### config.mk
export PLATFORM = sky130hd
export DESIGN_NAME = theta_walker
export DESIGN_NICKNAME = d
export VERILOG_FILES = /design/src/rtl/theta_walker.sv
export SDC_FILE = /design/constraint.sdc
export NUM_CORES = 1
export LEC_CHECK = 0
export CAP_MARGIN = 10
export CORE_ASPECT_RATIO = 0.5
export CORE_MARGIN = 2
export CORE_UTILIZATION = 50
export CTS_CLUSTER_DIAMETER = 60
export DETAILED_ROUTE_END_ITERATION = 8
export PLACE_DENSITY = 0.79
export SYNTH_ARGS = -nofsm -noshare
export SYNTH_HDL_FRONTEND = slang
export SYNTH_SLANG_ARGS = --single-unit
### constraint.sdc
create_clock -name i_clk -period 2.74 [get_ports i_clk]
set_clock_uncertainty 0.15 [all_clocks]
set_input_delay 0.548 -clock i_clk [delete_from_list [all_inputs] [get_ports i_clk]]
set_output_delay 0.548 -clock i_clk [all_outputs]
set_load 0.05 [all_outputs]
### src/rtl/theta_walker.sv
// theta_walker
//   Turns a 4-bit sector code plus a step count into a stream of unit steps
//   along a Bresenham line in that sector's representative direction, and
//   keeps a signed running (x, y) position. Feeding the emitted step direction
//   back into the 16-sector angle quantizer reproduces the same sector code.
//
// Ports
//   i_clk, i_rst          clock, asynchronous active-high reset
//   i_valid / o_ready     command handshake (accepted only in IDLE)
//   i_theta               sector code: [3]=ySign, [2]=swap, [1:0]=sub-sector
//   i_len                 number of major-axis steps (0 = immediate done)
//   i_home                clears the position at the edge, IDLE only
//   o_step_valid /
//   i_step_ready          unit-step handshake
//   o_dx_en, o_dx_neg     step moves x, x move is negative
//   o_dy_en, o_dy_neg     step moves y, y move is negative
//   o_x, o_y              signed positions, two's complement
//   o_busy                walking a command
//   o_done                one-cycle pulse when a command finishes
//
// Build option
//   THETA_WALKER_SAT_EN   defined: positions saturate at the signed limits;
//                         undefined: positions wrap modulo 2^POS_BITS.

module theta_walker #(
    parameter int LEN_BITS = 8,
    parameter int POS_BITS = 12
) (
    input  logic                i_clk,
    input  logic                i_rst,
    input  logic                i_valid,
    output logic                o_ready,
    input  logic [3:0]          i_theta,
    input  logic [LEN_BITS-1:0] i_len,
    input  logic                i_home,
    output logic                o_step_valid,
    input  logic                i_step_ready,
    output logic                o_dx_en,
    output logic                o_dx_neg,
    output logic                o_dy_en,
    output logic                o_dy_neg,
    output logic [POS_BITS-1:0] o_x,
    output logic [POS_BITS-1:0] o_y,
    output logic                o_busy,
    output logic                o_done
);

    typedef enum logic {
        S_IDLE = 1'b0,
        S_RUN  = 1'b1
    } state_t;

    localparam logic [LEN_BITS-1:0]        CNT_ONE = {{(LEN_BITS-1){1'b0}}, 1'b1};
    localparam logic signed [POS_BITS-1:0] POS_ONE = {{(POS_BITS-1){1'b0}}, 1'b1};
`ifdef THETA_WALKER_SAT_EN
    localparam logic signed [POS_BITS-1:0] POS_MAX = {1'b0, {(POS_BITS-1){1'b1}}};
    localparam logic signed [POS_BITS-1:0] POS_MIN = {1'b1, {(POS_BITS-1){1'b0}}};
`endif

    // One unit move of a coordinate, wrapping or saturating by build option.
    function automatic logic signed [POS_BITS-1:0] pos_step(
        input logic signed [POS_BITS-1:0] p,
        input logic                       en,
        input logic                       neg
    );
        logic signed [POS_BITS-1:0] r;
        r = p;
        if (en) begin
`ifdef THETA_WALKER_SAT_EN
            if (neg) r = (p == POS_MIN) ? p : p - POS_ONE;
            else     r = (p == POS_MAX) ? p : p + POS_ONE;
`else
            r = neg ? p - POS_ONE : p + POS_ONE;
`endif
        end
        return r;
    endfunction

    state_t                     state;
    logic [LEN_BITS-1:0]        cnt;
    logic signed [4:0]          err;
    logic [2:0]                 maj_a;
    logic [2:0]                 min_b;
    logic                       major_x;
    logic                       x_neg;
    logic                       y_neg;
    logic signed [POS_BITS-1:0] pos_x;
    logic signed [POS_BITS-1:0] pos_y;
    logic                       done_q;

    // Command decode: representative ratio, axis swap, major/minor split.
    logic [2:0] rx, ry, abs_x, abs_y, dec_a, dec_b;
    logic       dec_major_x;

    always_comb begin
        rx = 3'd0;
        ry = 3'd0;
        case (i_theta[1:0])
            2'd0: begin rx = 3'd5; ry = 3'd1; end
            2'd1: begin rx = 3'd3; ry = 3'd2; end
            2'd2: begin rx = 3'd2; ry = 3'd3; end
            2'd3: begin rx = 3'd1; ry = 3'd5; end
            default: begin rx = 3'd0; ry = 3'd0; end
        endcase
    end

    assign abs_x       = i_theta[2] ? ry : rx;
    assign abs_y       = i_theta[2] ? rx : ry;
    assign dec_major_x = abs_x > abs_y;
    assign dec_a       = dec_major_x ? abs_x : abs_y;
    assign dec_b       = dec_major_x ? abs_y : abs_x;

    // Bresenham decision from the registered error term. Six bits hold
    // err+b (max 7) and seven bits hold its double for the compare with a.
    logic signed [5:0] e_next;
    logic signed [6:0] e_dbl;
    logic signed [5:0] e_upd;
    logic              minor_move;
    logic              run;

    assign e_next     = {err[4], err} + $signed({3'b000, min_b});
    assign e_dbl      = {e_next, 1'b0};
    assign minor_move = e_dbl >= $signed({4'b0000, maj_a});
    assign e_upd      = minor_move ? e_next - $signed({3'b000, maj_a}) : e_next;

    assign run          = (state == S_RUN);
    assign o_ready      = ~run;
    assign o_busy       = run;
    assign o_done       = done_q;
    assign o_step_valid = run;
    assign o_dx_en      = run & (major_x | minor_move);
    assign o_dy_en      = run & (~major_x | minor_move);
    assign o_dx_neg     = run & x_neg;
    assign o_dy_neg     = run & y_neg;
    assign o_x          = pos_x;
    assign o_y          = pos_y;

    always_ff @(posedge i_clk or posedge i_rst) begin
        if (i_rst) begin
            state   <= S_IDLE;
            cnt     <= '0;
            err     <= '0;
            maj_a   <= '0;
            min_b   <= '0;
            major_x <= 1'b0;
            x_neg   <= 1'b0;
            y_neg   <= 1'b0;
            pos_x   <= '0;
            pos_y   <= '0;
            done_q  <= 1'b0;
        end else begin
            done_q <= 1'b0;
            case (state)
                S_IDLE: begin
                    if (i_home) begin
                        pos_x <= '0;
                        pos_y <= '0;
                    end
                    if (i_valid) begin
                        major_x <= dec_major_x;
                        maj_a   <= dec_a;
                        min_b   <= dec_b;
                        x_neg   <= i_theta[3] ^ i_theta[2];
                        y_neg   <= i_theta[3];
                        err     <= '0;
                        cnt     <= i_len;
                        if (i_len == '0) done_q <= 1'b1;
                        else             state  <= S_RUN;
                    end
                end
                S_RUN: begin
                    if (i_step_ready) begin
                        pos_x <= pos_step(pos_x, major_x | minor_move, x_neg);
                        pos_y <= pos_step(pos_y, ~major_x | minor_move, y_neg);
                        err   <= e_upd[4:0];
                        cnt   <= cnt - CNT_ONE;
                        if (cnt == CNT_ONE) begin
                            state  <= S_IDLE;
                            done_q <= 1'b1;
                        end
                    end
                end
                default: state <= S_IDLE;
            endcase
        end
    end

endmodule

# Word-level counts from Yosys, hierarchy flattened
# Index checks and enable logic that the tools add are counted.
# word_totals
regBits	48
input_bits	17
out_inout_bits	32
# op_classes
n_addsub	7
magnitude_cmp	2
n_eq_ne	9
muxes	32
n_bitwise	9
reduce_logical	6
# op_table
cell	n
12-bit 2-to-1 mux	7
12-bit case mux with 2 select lines	2
12-bit by 2-bit adder with 12-bit output, second input constant	2
3-bit case mux with 4 select lines	2
12-bit by 2-bit subtractor with 12-bit output, second input constant	2
8-bit 2-to-1 mux	2
8-bit case mux with 2 select lines	1
5-bit 2-to-1 mux	3
3-bit 2-to-1 mux	4
5-bit case mux with 2 select lines	1
8-bit by 1-bit equality test with 1-bit output, second input constant	1
8-bit zero test	1
1-bit 2-to-1 mux	8
8-bit by 1-bit subtractor with 8-bit output, second input constant	1
7-bit by 4-bit greater-or-equal comparator with 1-bit output	1
5-bit by 4-bit adder with 6-bit output	1
2-bit by 1-bit != test with 1-bit output, second input constant	3
3-bit AND reduction	2
5-bit by 4-bit subtractor with 5-bit output	1
1-bit AND	4
2-bit equality test, second input constant	2
2-bit != test, second input constant	2
1-bit case mux with 2 select lines	2
2-bit AND reduction	2
6 further kinds	8

# Logic depth before layout (Yosys ltp)
# depth
ltp_word	6
ltp_mapped	11

# Least setup slack after synthesis
# Ideal clock, no wire load.
# synth_path
kind	register to output
startpoint	reg err[0]
endpoint	out o_dy_en
arrival_ps	2846
path_slack_ps	-804
path_stages_with_launch	10
path_buffers	0
cell_sequence	dfrtp_1 -> ha_1 -> fa_1 -> ha_1 -> o21ai_0 -> nand3_2 -> nor2_1 -> nor3_4 -> inv_1 -> a21oi_1
# synth_between
elab_chain_len	4
# synth_lines
item	line	rtl
start, declared	81	logic signed [4:0] err;
start signal, assigned	175	err <= e_upd[4:0];
5-bit by 4-bit adder with 6-bit output	121	assign e_next = {err[4], err} + $signed({3'b000, min_b});
7-bit by 4-bit greater-or-equal comparator with 1-bit output	123	assign minor_move = e_dbl >= $signed({4'b0000, maj_a});
1-bit bitwise OR	132	assign o_dy_en = run & (~major_x | minor_move);
1-bit AND	132	
end, declared	40	output logic o_dy_en,
# Every way passes these cells.

# Worst setup path in the final report
# layout_path
startpoint	reg min_b[0]
endpoint	out o_dy_en
# layout_between
elab_chain_len	4
# layout_lines
item	line	rtl
start, declared	83	logic [2:0] min_b;
start signal, assigned	144	min_b <= '0;
start signal, assigned	162	min_b <= dec_b;
5-bit by 4-bit adder with 6-bit output	121	
7-bit by 4-bit greater-or-equal comparator with 1-bit output	123	
1-bit bitwise OR	132	
1-bit AND	132	
# Every way passes these cells.

==> metrics.md <==
| Metric | Value |
|---|---|
| Commonest non-fill, non-tap cell in the layout | `nand2_1` |
| Yosys warns | `0` |
| Final setup margin | `-0.402 ns` |
| Synth Area in Compound Gates | `0.206` |
| Buffers & Inverters on Critical Path | `2` |
| PortBufs | `48` |
| All-Layer GR Usage | `0.234` |
| First-pass GRT wire length | `14.6 mm` |
| Max frequency | `318 MHz` |
| Pre-CTS setup slack | `-0.267 ns` |
| Initial Utilization | `0.521` |
| Crit-path slowest cell | `fa_2` |
| Crit path largest cell delay | `0.45 ns` |
| Post-Syn Instances | `392` |
| Main combinational cell family by area after synthesis | `compound AO/OA/AOI/OAI gates` |
| Clock sinks | `47` |
| DRC Markers | `0` |
| Failing checks | `negative setup slack` |
| Worst Path Max Fanout | `3` |
| Syn Area/Cell | `8.98 um2` |
| Post-CTS Hold Fix Bufs | `0` |
| Yosys top cell area share | `0.334` |
| Vias per cell | `5.53` |
| Critical-path cell list | `ha_2 -> fa_2 -> ha_4 -> o21ai_2 -> nand3_4 -> nor2_4 -> nor3_4 -> inv_2 -> a21oi_4 -> buf_12` |
| Nets@finish | `524` |
| Via count | `3102` |
| Adder-Cell Fraction of Synth Area | `0.144` |
| Die area | `7770 um2` |
| Main synth FF type | `dfrtp_1` |
| Die Y | `63.3 um` |
| Mux share of post-synthesis cell area | `0.0320` |
| Cell family contributing the most delay on the critical path | `adder cells` |
| # fillers | `516` |
| Vias in the first global route | `3131` |
| Final period util | `1.15` |
| XOR/XNOR Fraction of Synth Area | `0.0697` |
| Status | `finished with violations` |
| Worst-path clk slew | `0.06 ns` |
| Distinct cells, synth | `56` |
| Final Hold Vio Count | `0` |
| RSZ-0062 raised after global routing | `yes` |
| Worst min path class | `reg2reg` |
| Max H-tree Level | `2` |
| Fraction of layout cells with a size suffix above 1 | `0.160` |
| Yosys reg bits | `47` |
| WS Path Type | `reg2out` |
| CORE AREA | `6750 um2` |
| Worst setup EP type | `primary output` |
| Max_cap viols | `0` |
| Clk Latency, worst-skew pair | `0.29 ns` |
| ANT nets after route | `0` |
| Syn-to-layout area delta | `31.4%` |
| Max-slew violations | `0` |
| Placer congestion estimate | `0.876` |
| Grt total ovfl | `0` |
| Synth Net Count | `447` |
| Fin crit period | `3.14 ns` |
| Die Wd | `123 um` |
| Post-synth design cell area | `3520 um2` |
| Iter 0 DRT Violations | `222` |
| Pin count of the biggest net entering global routing | `27` |
| Num CTS Buffers | `5` |
| Slew @ Worst Pin | `0.634 ns` |
| Worst Setup Start Kind | `flip-flop` |
| DR WL/cell | `14.8 um` |
| DR pass1 iterations | `4` |
| Hold_ws | `0.347 ns` |
| Simple-gate share of the synthesized area | `0.174` |
| Synth area leaders | `dfrtp_1, ha_1, nand2_1` |
| Routed WL | `8.29 mm` |
| Commonest non-fill, non-tap cells in the layout | `nand2_1, dfrtp_1, clkdlybuf4s50_1` |
| Max-slew headroom | `0.578` |
| Ports | `49` |
| Final setup fails | `26` |
| Initial antenna violation count | `0` |
| EDFF count, synth | `0` |
| Row cnt | `21` |
| ANT cells | `0` |
| CTS tree | `done` |
| Dominant cell type by area after synthesis | `dfrtp_1` |
| Final HPWL DP | `6.06 mm` |
| Data required time of the worst path | `2.04 ns` |
| Root Driver | `clkbuf_16` |
| Register area share after synthesis | `0.334` |
| Crit path arrival time | `2.44 ns` |
| CTS Buffer Depth | `2` |
| Post-synth ARST share | `1.00` |
[Yosys cell counts (3+ instances only)]
library cell,instances
dfrtp_1,47
clkbuf_1,9
mux2i_1,9
nor4_1,4
nand2_1,49
inv_1,15
nand2b_1,8
a31oi_1,4
fa_1,4
a311oi_1,3
xnor2_1,15
a211oi_1,4
a21o_1,9
xor2_1,13
o211ai_1,3
a21oi_1,24
and2_1,3
o21a_1,6
nor2b_1,7
or3_1,3
o21ai_0,29
nand3_1,16
nor3_1,5
o21ai_1,14
ha_1,34
nor2_1,15
[cells by family (layout without fill, tap and decap cells)]
group                    after synthesis  count (layout)
buffers and inverters                 31             108
XOR/XNOR                              28              28
adder cells (fa/ha/maj)               38              38
AO/OA/AOI/OAI                        114             114
AND/OR/NAND/NOR                      123             123
multiplexers                          11              11
flip-flops                            47              47
[worst reg2reg max path, delay by kind of cell (launching register included)]
family / cells / cell delay [ns]
flops: 1 / 0.38
fa+ha+maj: 3 / 0.98
simple gates: 3 / 0.55
buf+inv: 4 / 0.61
compound gates: 3 / 0.30
[layer usage]
layer / GRT usage / vias up / part of all wire
li1: - / 1560 / -
met1: 0.311 / 1478 / 0.47
met2: 0.390 / 51 / 0.49
met3: 0.0453 / 13 / 0.030
met4: 0.0647 / 0 / 0.014
met5: 0 / - / 0
[path summary, 6_finish.rpt]
kind                       startpoint  depth (start not counted)  slack (ns)       end
min                          min_b[0]                          2        0.35  min_b[0]
max                          min_b[0]                         10       -0.40   o_dy_en
max reg2reg                  min_b[0]                         13       -0.30    o_y[5]
min in group asynchronous       i_rst                          2        0.48    o_done
max in group asynchronous       i_rst                          3        1.46   o_x[10]
min reg2reg                  min_b[0]                          2        0.35  min_b[0]
[through the flow]
| step | util | area [um2] | cells | setup TNS [ns] |
|---|---|---|---|---|
| 6_report | 0.685 | 4630 | 561 | -6.14 |
| 5_1_grt | 0.685 | 4630 | 561 | -10.21 |
| 4_1_cts | 0.678 | 4580 | 560 | -4.38 |
| 3_5_place_dp | 0.646 | 4360 | 550 | -4.17 |
| 3_3_place_gp | 0.646 | 4360 | 550 | -1.78 |
| 2_1_floorplan | - | 3550 | 392 | -0.614 |
[what timing repair did]
item | in CTS | in global routing
pin swaps | 5 | 1
endpoints found under the setup margin | 27 | 30
buffers inserted | 3 | 1
hold endpoints to repair | 0 | 0
gates resized for setup | 14 | 9
[layout make-up]
type | instances | area [um2] | area share
clock buffer | 6 | 139 | 0.0300
clock inverter | 1 | 5.00 | 0.00108
inverter | 15 | 56.3 | 0.0122
multi-input combinational | 314 | 2320 | 0.501
sequential | 47 | 1180 | 0.254
tap | 92 | 115 | 0.0249
timing repair buffer | 86 | 816 | 0.176
[sequential cells by signal (all words and copies together), names as in the netlist]
signal   flops
min_b        2
o_busy       1
err          5
o_done       1
maj_a        3
y_neg        1
o_x         12
cnt          8
o_y         12
major_x      1
x_neg        1
Power is left out: the tool's default activity adds up to more than one toggle a clock period on the data nets, which glitch-free logic cannot reach.
